<file path="src/rtl/gshare_pred.sv">
// gshare_pred: global-history branch direction predictor.
// A table of saturating counters is indexed by PC XOR a speculative global
// history register. Lookups are issued at fetch and produce a registered
// prediction one cycle later; training and history repair arrive from
// execute. Two saturating 32-bit counters track resolved branches and
// mispredicts.
module gshare_pred #(
    parameter int PC_W   = 32,
    parameter int IDX_W  = 8,
    parameter int CNT_W  = 2,
    parameter int HIST_W = 8
) (
    input  logic              clk,
    input  logic              rstn,
    // lookup request from fetch
    input  logic              pred_valid,
    input  logic [PC_W-1:0]   pred_pc,
    // registered prediction
    output logic              pred_out_valid,
    output logic              pred_taken,
    output logic [IDX_W-1:0]  pred_idx,
    output logic [HIST_W-1:0] pred_hist,
    // resolution from execute
    input  logic              upd_valid,
    input  logic              upd_taken,
    input  logic [IDX_W-1:0]  upd_idx,
    input  logic [HIST_W-1:0] upd_hist,
    input  logic              upd_mispred,
    // performance counters
    output logic [31:0]       stat_branches,
    output logic [31:0]       stat_mispreds
);

    localparam int DEPTH = 2 ** IDX_W;

    // Counters start weakly not-taken: MSB clear, all lower bits set.
    localparam logic [CNT_W-1:0] CNT_INIT = CNT_W'((1 << (CNT_W - 1)) - 1);
    localparam logic [CNT_W-1:0] CNT_MAX  = {CNT_W{1'b1}};
    localparam logic [CNT_W-1:0] CNT_MIN  = '0;
    localparam logic [31:0]      STAT_MAX = 32'hFFFF_FFFF;

    // ------------------------------------------------------------------
    // Helper functions
    // ------------------------------------------------------------------

    // Move a direction counter one step toward the resolved outcome,
    // clamping at both ends so it can never wrap.
    function automatic logic [CNT_W-1:0] cnt_train(
        input logic [CNT_W-1:0] cnt,
        input logic             taken
    );
        logic [CNT_W-1:0] res;
        res = cnt;
        if (taken) begin
            if (cnt != CNT_MAX) res = cnt + CNT_W'(1);
        end else begin
            if (cnt != CNT_MIN) res = cnt - CNT_W'(1);
        end
        return res;
    endfunction

    // Shift a new outcome into the LSB of a history value, dropping the MSB.
    // Written via a widened temporary so HIST_W=1 needs no special case.
    function automatic logic [HIST_W-1:0] hist_shift(
        input logic [HIST_W-1:0] hist,
        input logic              dir
    );
        logic [HIST_W:0] ext;
        ext = {hist, dir};
        return ext[HIST_W-1:0];
    endfunction

    // Increment a 32-bit statistic, sticking at all-ones.
    function automatic logic [31:0] stat_inc(input logic [31:0] val);
        logic [31:0] res;
        res = val;
        if (val != STAT_MAX) res = val + 32'd1;
        return res;
    endfunction

    // ------------------------------------------------------------------
    // State
    // ------------------------------------------------------------------
    logic [CNT_W-1:0]  tbl_q [DEPTH];
    logic [HIST_W-1:0] ghr_q;
    logic [HIST_W-1:0] ghr_d;

    logic              out_vld_q;
    logic              out_taken_q;
    logic [IDX_W-1:0]  out_idx_q;
    logic [HIST_W-1:0] out_hist_q;
    logic              out_vld_d;
    logic              out_taken_d;
    logic [IDX_W-1:0]  out_idx_d;
    logic [HIST_W-1:0] out_hist_d;

    logic [31:0]       branches_q;
    logic [31:0]       mispreds_q;
    logic [31:0]       branches_d;
    logic [31:0]       mispreds_d;

    logic [CNT_W-1:0]  wr_cnt_d;

    // ------------------------------------------------------------------
    // Lookup path (combinational, reads the table before this edge's write)
    // ------------------------------------------------------------------
    logic [IDX_W-1:0]  lk_idx;
    logic [CNT_W-1:0]  lk_cnt;
    logic              lk_taken;
    logic              repair;

    // Word-aligned PC bits hashed with the LSB-aligned history.
    assign lk_idx   = pred_pc[IDX_W+1:2] ^ IDX_W'(ghr_q);
    assign lk_cnt   = tbl_q[lk_idx];
    assign lk_taken = lk_cnt[CNT_W-1];

    // A mispredict repair only counts when the resolution itself is valid.
    assign repair   = upd_valid && upd_mispred;

    // PC bits outside the index field, and the history MSB that is shifted
    // out on repair, have no effect on the predictor.
    logic unused_bits;
    assign unused_bits = ^{pred_pc[1:0], pred_pc[PC_W-1:IDX_W+2], upd_hist[HIST_W-1]};

    // ------------------------------------------------------------------
    // Next-state logic
    // ------------------------------------------------------------------

    // Prediction outputs: capture on a lookup, otherwise hold with valid low.
    always_comb begin
        out_vld_d   = 1'b0;
        out_taken_d = out_taken_q;
        out_idx_d   = out_idx_q;
        out_hist_d  = out_hist_q;
        if (pred_valid) begin
            out_vld_d   = 1'b1;
            out_taken_d = lk_taken;
            out_idx_d   = lk_idx;
            out_hist_d  = ghr_q;
        end
    end

    // History: a repair from execute overrides the speculative lookup shift.
    always_comb begin
        ghr_d = ghr_q;
        if (repair) begin
            ghr_d = hist_shift(upd_hist, upd_taken);
        end else if (pred_valid) begin
            ghr_d = hist_shift(ghr_q, lk_taken);
        end
    end

    // Training value for the resolved entry and the statistics counters.
    always_comb begin
        wr_cnt_d   = cnt_train(tbl_q[upd_idx], upd_taken);
        branches_d = branches_q;
        mispreds_d = mispreds_q;
        if (upd_valid) begin
            branches_d = stat_inc(branches_q);
            if (upd_mispred) begin
                mispreds_d = stat_inc(mispreds_q);
            end
        end
    end

    // ------------------------------------------------------------------
    // Registers
    // ------------------------------------------------------------------

    // Counter table: cleared to weakly not-taken, written on each resolution.
    always_ff @(posedge clk or negedge rstn) begin
        if (!rstn) begin
            for (int i = 0; i < DEPTH; i++) begin
                tbl_q[i] <= CNT_INIT;
            end
        end else if (upd_valid) begin
            tbl_q[upd_idx] <= wr_cnt_d;
        end
    end

    // Speculative global history register.
    always_ff @(posedge clk or negedge rstn) begin
        if (!rstn) begin
            ghr_q <= '0;
        end else begin
            ghr_q <= ghr_d;
        end
    end

    // Registered prediction presented to fetch one cycle after the request.
    always_ff @(posedge clk or negedge rstn) begin
        if (!rstn) begin
            out_vld_q   <= 1'b0;
            out_taken_q <= 1'b0;
            out_idx_q   <= '0;
            out_hist_q  <= '0;
        end else begin
            out_vld_q   <= out_vld_d;
            out_taken_q <= out_taken_d;
            out_idx_q   <= out_idx_d;
            out_hist_q  <= out_hist_d;
        end
    end

    // Performance counters, updated on the same edge as the training write.
    always_ff @(posedge clk or negedge rstn) begin
        if (!rstn) begin
            branches_q <= '0;
            mispreds_q <= '0;
        end else begin
            branches_q <= branches_d;
            mispreds_q <= mispreds_d;
        end
    end

    // ------------------------------------------------------------------
    // Outputs
    // ------------------------------------------------------------------
    assign pred_out_valid = out_vld_q;
    assign pred_taken     = out_taken_q;
    assign pred_idx       = out_idx_q;
    assign pred_hist      = out_hist_q;
    assign stat_branches  = branches_q;
    assign stat_mispreds  = mispreds_q;

endmodule

</file>
<file path="config.mk">
export PLATFORM = sky130hd
export DESIGN_NAME = gshare_pred
export DESIGN_NICKNAME = d
export VERILOG_FILES = /design/src/rtl/gshare_pred.sv
export SDC_FILE = /design/constraint.sdc
export NUM_CORES = 2
export LEC_CHECK = 0
export CAP_MARGIN = 40
export CORE_MARGIN = 1.5
export CORE_UTILIZATION = 45
export CTS_CLUSTER_SIZE = 25
export DETAILED_ROUTE_END_ITERATION = 8
export PLACE_DENSITY_LB_ADDON = 0.2
export SLEW_MARGIN = 10
export SYNTH_ARGS = -nofsm -noshare
export SYNTH_HDL_FRONTEND = slang
export SYNTH_SLANG_ARGS = --single-unit
</file>
<file path="constraint.sdc">
create_clock -name clk -period 4.6 [get_ports clk]
set_input_delay 0.92 -clock clk [delete_from_list [all_inputs] [get_ports clk]]
set_output_delay 0.92 -clock clk [all_outputs]
set_load 0.02 [all_outputs]
</file>
==> out/qor.csv <==
stage,metric,value,unit
floorplan,die_h,268.8,um
synth,yosysSeqAreaShare,0.4838,
timing,rsz0062_at_grt,no,
worst_setup_path,worstSetupPathType,primary input to register,
synth,syn_area,0.03180,mm2
worst_setup_path,slowest_delay,0.70,ns
routing,avgRoutedWirePerCell,24.83,um
routing,num_vias,25060,
cells_and_area,stdcell_count,3995,
power,p_switching,0.004358,W
worst_setup_path,cp-start-kind,primary input,
clocking,cts_tree,yes,
global_routing,antenna_found_initial,0,
synth,synth_flop_cell,dfrtp_1,
worst_setup_path,arrival,4.45,ns
synth,synth_cell_type_count,62,
clocking,post_cts_resize_count,0,
global_routing,grt_pass1_wl,150900,um
global_routing,grt-ovfl-total,0,
status,status,completed,
cells_and_area,syn_to_final_growth,17.34,%
worst_setup_path,worst_path_max_delay_cell,clkdlybuf4s50_1,
worst_setup_path,worst-path-max-fanout,85,
placed_design,dp.cells,3870,
cells_and_area,drive_gt1_frac,0.2989,
timing,worst_slew_pin_slew,0.9408,ns
timing,finalCritPeriodShare,0.8677,
routing,wl_met1,41360,um
floorplan,coreArea,0.07003,mm2
worst_setup_path,crit_top_cell,buf_4,
clocking,post-cts-setup-buffers,0,
placed_design,gp_congestion,0.9108,
clocking,hold_buffers,0,
power,internal_power,0.01053,W
synth,synth_top_area_frac,0.2722,
worst_setup_path,critPathCaptureType,register,
timing,slew_headroom,0.3705,
flow_run,cap_violations,0,
synth,synth_area_per_cell,10.93,um2
synth,ys_seq_elements,602,
power,vdd_drop_max,0.2512,mV
global_routing,grt_start_max_net_pins,107,
placed_design,portBuffers,110,
timing,min_period,3.992,ns
cells_and_area,final-seq-area,0.01538,mm2
cells_and_area,antenna_cells,0,
clocking,clk_pin_slew,0.06,ns
timing,setup_viol,0,
floorplan,rows,97,
power,p_comb_frac,0.209,
synth,synthTopCellsByCount,"dfrtp_1, o21ai_0, a21oi_1",
placed_design,place_ws,0.03768,ns
clocking,clock_path_buffers,3,
synth,synth.area.top_cells,"dfrtp_1, dfstp_2, mux4_2, o31ai_2, o21ai_0",
timing,finalWorstSetupSlack,0.6085,ns
clocking,cts_buffers,70,
routing,drt-total-wl,99200,um
global_routing,grt_pass1_vias,24390,
floorplan,initial_core_util,0.4541,
cells_and_area,fin_nets,3059,
timing,tns,0,ns
clocking,clock-sinks,602,
synth,synthCells,2910,
floorplan,io_pins,136,
global_routing,track_usage,0.2746,
synth,yosys.area.top_type,dfrtp_1,
timing,hold_viol_final,0,
cells_and_area,multi_input_area,0.01514,mm2
routing,first_pass_iters,6,
routing,initialDrtViolationCount,2748,
worst_setup_path,crit_chain,clkdlybuf4s50_1 -> buf_4 -> nor2b_1 -> buf_4 -> a22oi_1 -> a21oi_1 -> nor4b_1 -> and4_1 -> maj3_4 -> buf_12 -> a31oi_1,
clocking,clock_latency,0.62,ns
worst_setup_path,cp_data_required_time,5.06,ns
timing,maxSlewViolCount,0,
power,seqPwrFrac,0.416,
routing,top_layer,met4,
synth,synth-edff-count,0,
power,power.leakage,14.73,nW
clocking,root_buffer,clkbuf_16,
synth,synth_most_common_cell,dfrtp_1,
routing,wl_met3,6985,um
synth,yosysWarnings,0,
timing,fmax,250.5,MHz
placed_design,dp_hpwl,66480,um
routing,drcViolationCount,0,
synth,syn_nets,2966,
routing,via_per_inst,6.273,
clocking,htreeDepth,3,
cells_and_area,fill_cells,6026,
routing,ant_nets,0,
floorplan,die_x,268.8,um
floorplan,dieArea,0.07228,mm2
timing,skew,0.02514,ns
power,clockPowerShare,0.375,
worst_hold_path,min-delay-path-class,primary input to async pin,
power,p_per_area,399.1,mW/mm2
routing,routed-wl-met2,48270,um
synth,synthArstFlopShare,1.000,
power,p_sw_frac,0.2926,
[registers in the layout, indices dropped and copies added, names as in the netlist]
| register | count |
|---|---|
| pred_hist | 8 |
| pred_idx | 8 |
| tbl_q | 512 |
| stat_branches | 32 |
| stat_mispreds | 32 |
| pred_taken | 1 |
| ghr_q | 8 |
| pred_out_valid | 1 |
[worst max-delay path, delay by kind of cell]
kind | cells | cell delay [ns]
AO/OA/AOI/OAI | 3 | 0.60
adder cells (fa/ha/maj) | 1 | 0.32
buffers and inverters | 4 | 1.55
AND/OR/NAND/NOR | 3 | 0.95
[cell families (layout without fill, tap and decap cells)]
kind of cell / count (synthesis) / count (layout) / share of synthesized area
AND/OR/NAND/NOR: 622 / 622 / 0.08785
flip-flops: 602 / 602 / 0.4838
multiplexers: 287 / 287 / 0.1543
AO/OA/AOI/OAI: 992 / 992 / 0.2069
adder cells (fa/ha/maj): 4 / 4 / 0.001456
buffers and inverters: 327 / 472 / 0.04485
XOR/XNOR: 76 / 76 / 0.02093
[per-layer routing]
metal / vias to the layer above / GRT usage
met5: - / 0
met2: 1043 / 0.4505
met3: 161 / 0.04457
met4: 0 / 0.08715
met1: 12770 / 0.3734
li1: 11090 / -
[cell type report]
cell class | count | share of cell area
Clock buffer | 112 | 0.05851
Clock inverter | 12 | 0.003051
Inverter | 30 | 0.003018
Multi-Input combinational cell | 1981 | 0.4058
Sequential cell | 602 | 0.4123
Tap cell | 940 | 0.03152
Timing Repair Buffer | 318 | 0.08587
[power by group through the flow]
stage | sequential (W) | clock [W] | combinational [W]
6_report | 0.00619 | 0.00559 | 0.00311
5_1_grt | 0.00624 | 0.00587 | 0.00332
4_1_cts | 0.00618 | 0.00569 | 0.00310
3_5_place_dp | 0.00626 | 0 | 0.00309
3_3_place_gp | 0.00623 | 0 | 0.00302
2_1_floorplan | 0.00628 | 0 | 0.00179
[cells in the final DEF, fill, tap and decap left out, types with 5 or more instances in the layout]
master,n
and2_1,10
nand2b_1,10
a22oi_1,49
inv_1,30
mux4_2,161
o211ai_1,8
nand2_1,245
xnor2_1,45
and4_1,10
clkbuf_16,73
clkbuf_1,18
nor2b_1,13
clkdlybuf4s50_1,106
o21ai_0,265
clkbuf_8,21
clkinv_2,9
dfstp_2,256
buf_4,165
a211oi_1,9
dfrtp_1,346
nand3_1,59
nor3_1,15
nor4_1,9
mux2_2,16
a22o_1,5
nor2_2,8
nand4_1,24
o31ai_1,49
nor2_1,173
xor2_1,28
buf_12,40
a31oi_1,187
o21ai_1,7
mux2i_1,110
nand3_2,5
a21oi_1,257
and3_1,12
o31ai_2,133
[stage by stage]
| stage | hold slack (ns) | power [W] | util | cell area (um2) |
|---|---|---|---|---|
| floorplan | 0.4406 | 0.008068 | - | 31800 |
| global placement | 0.4477 | 0.009255 | 0.4989 | 34940 |
| detailed placement | 0.4574 | 0.009351 | 0.5000 | 35010 |
| CTS | 0.4299 | 0.01496 | 0.5328 | 37310 |
| global route | 0.4670 | 0.01543 | 0.5329 | 37320 |
| finish | 0.3919 | 0.01489 | 0.5329 | 37320 |
[final timing paths]
| path | cells after the start | end | from | slack (ns) |
|---|---|---|---|---|
| setup / recovery | 11 | tbl_q[511] | upd_idx[3] | 0.61 |
| hold / removal | 1 | stat_branches[26] | rstn | 0.39 |
| setup reg to reg | 10 | tbl_q[486] | tbl_q[328] | 1.09 |
| hold reg to reg | 2 | tbl_q[392] | tbl_q[392] | 0.46 |
| max in group asynchronous | 2 | tbl_q[46] | rstn | 3.07 |
| min in group clk | 2 | tbl_q[392] | tbl_q[392] | 0.46 |
(Power assumes the default switching activity.)
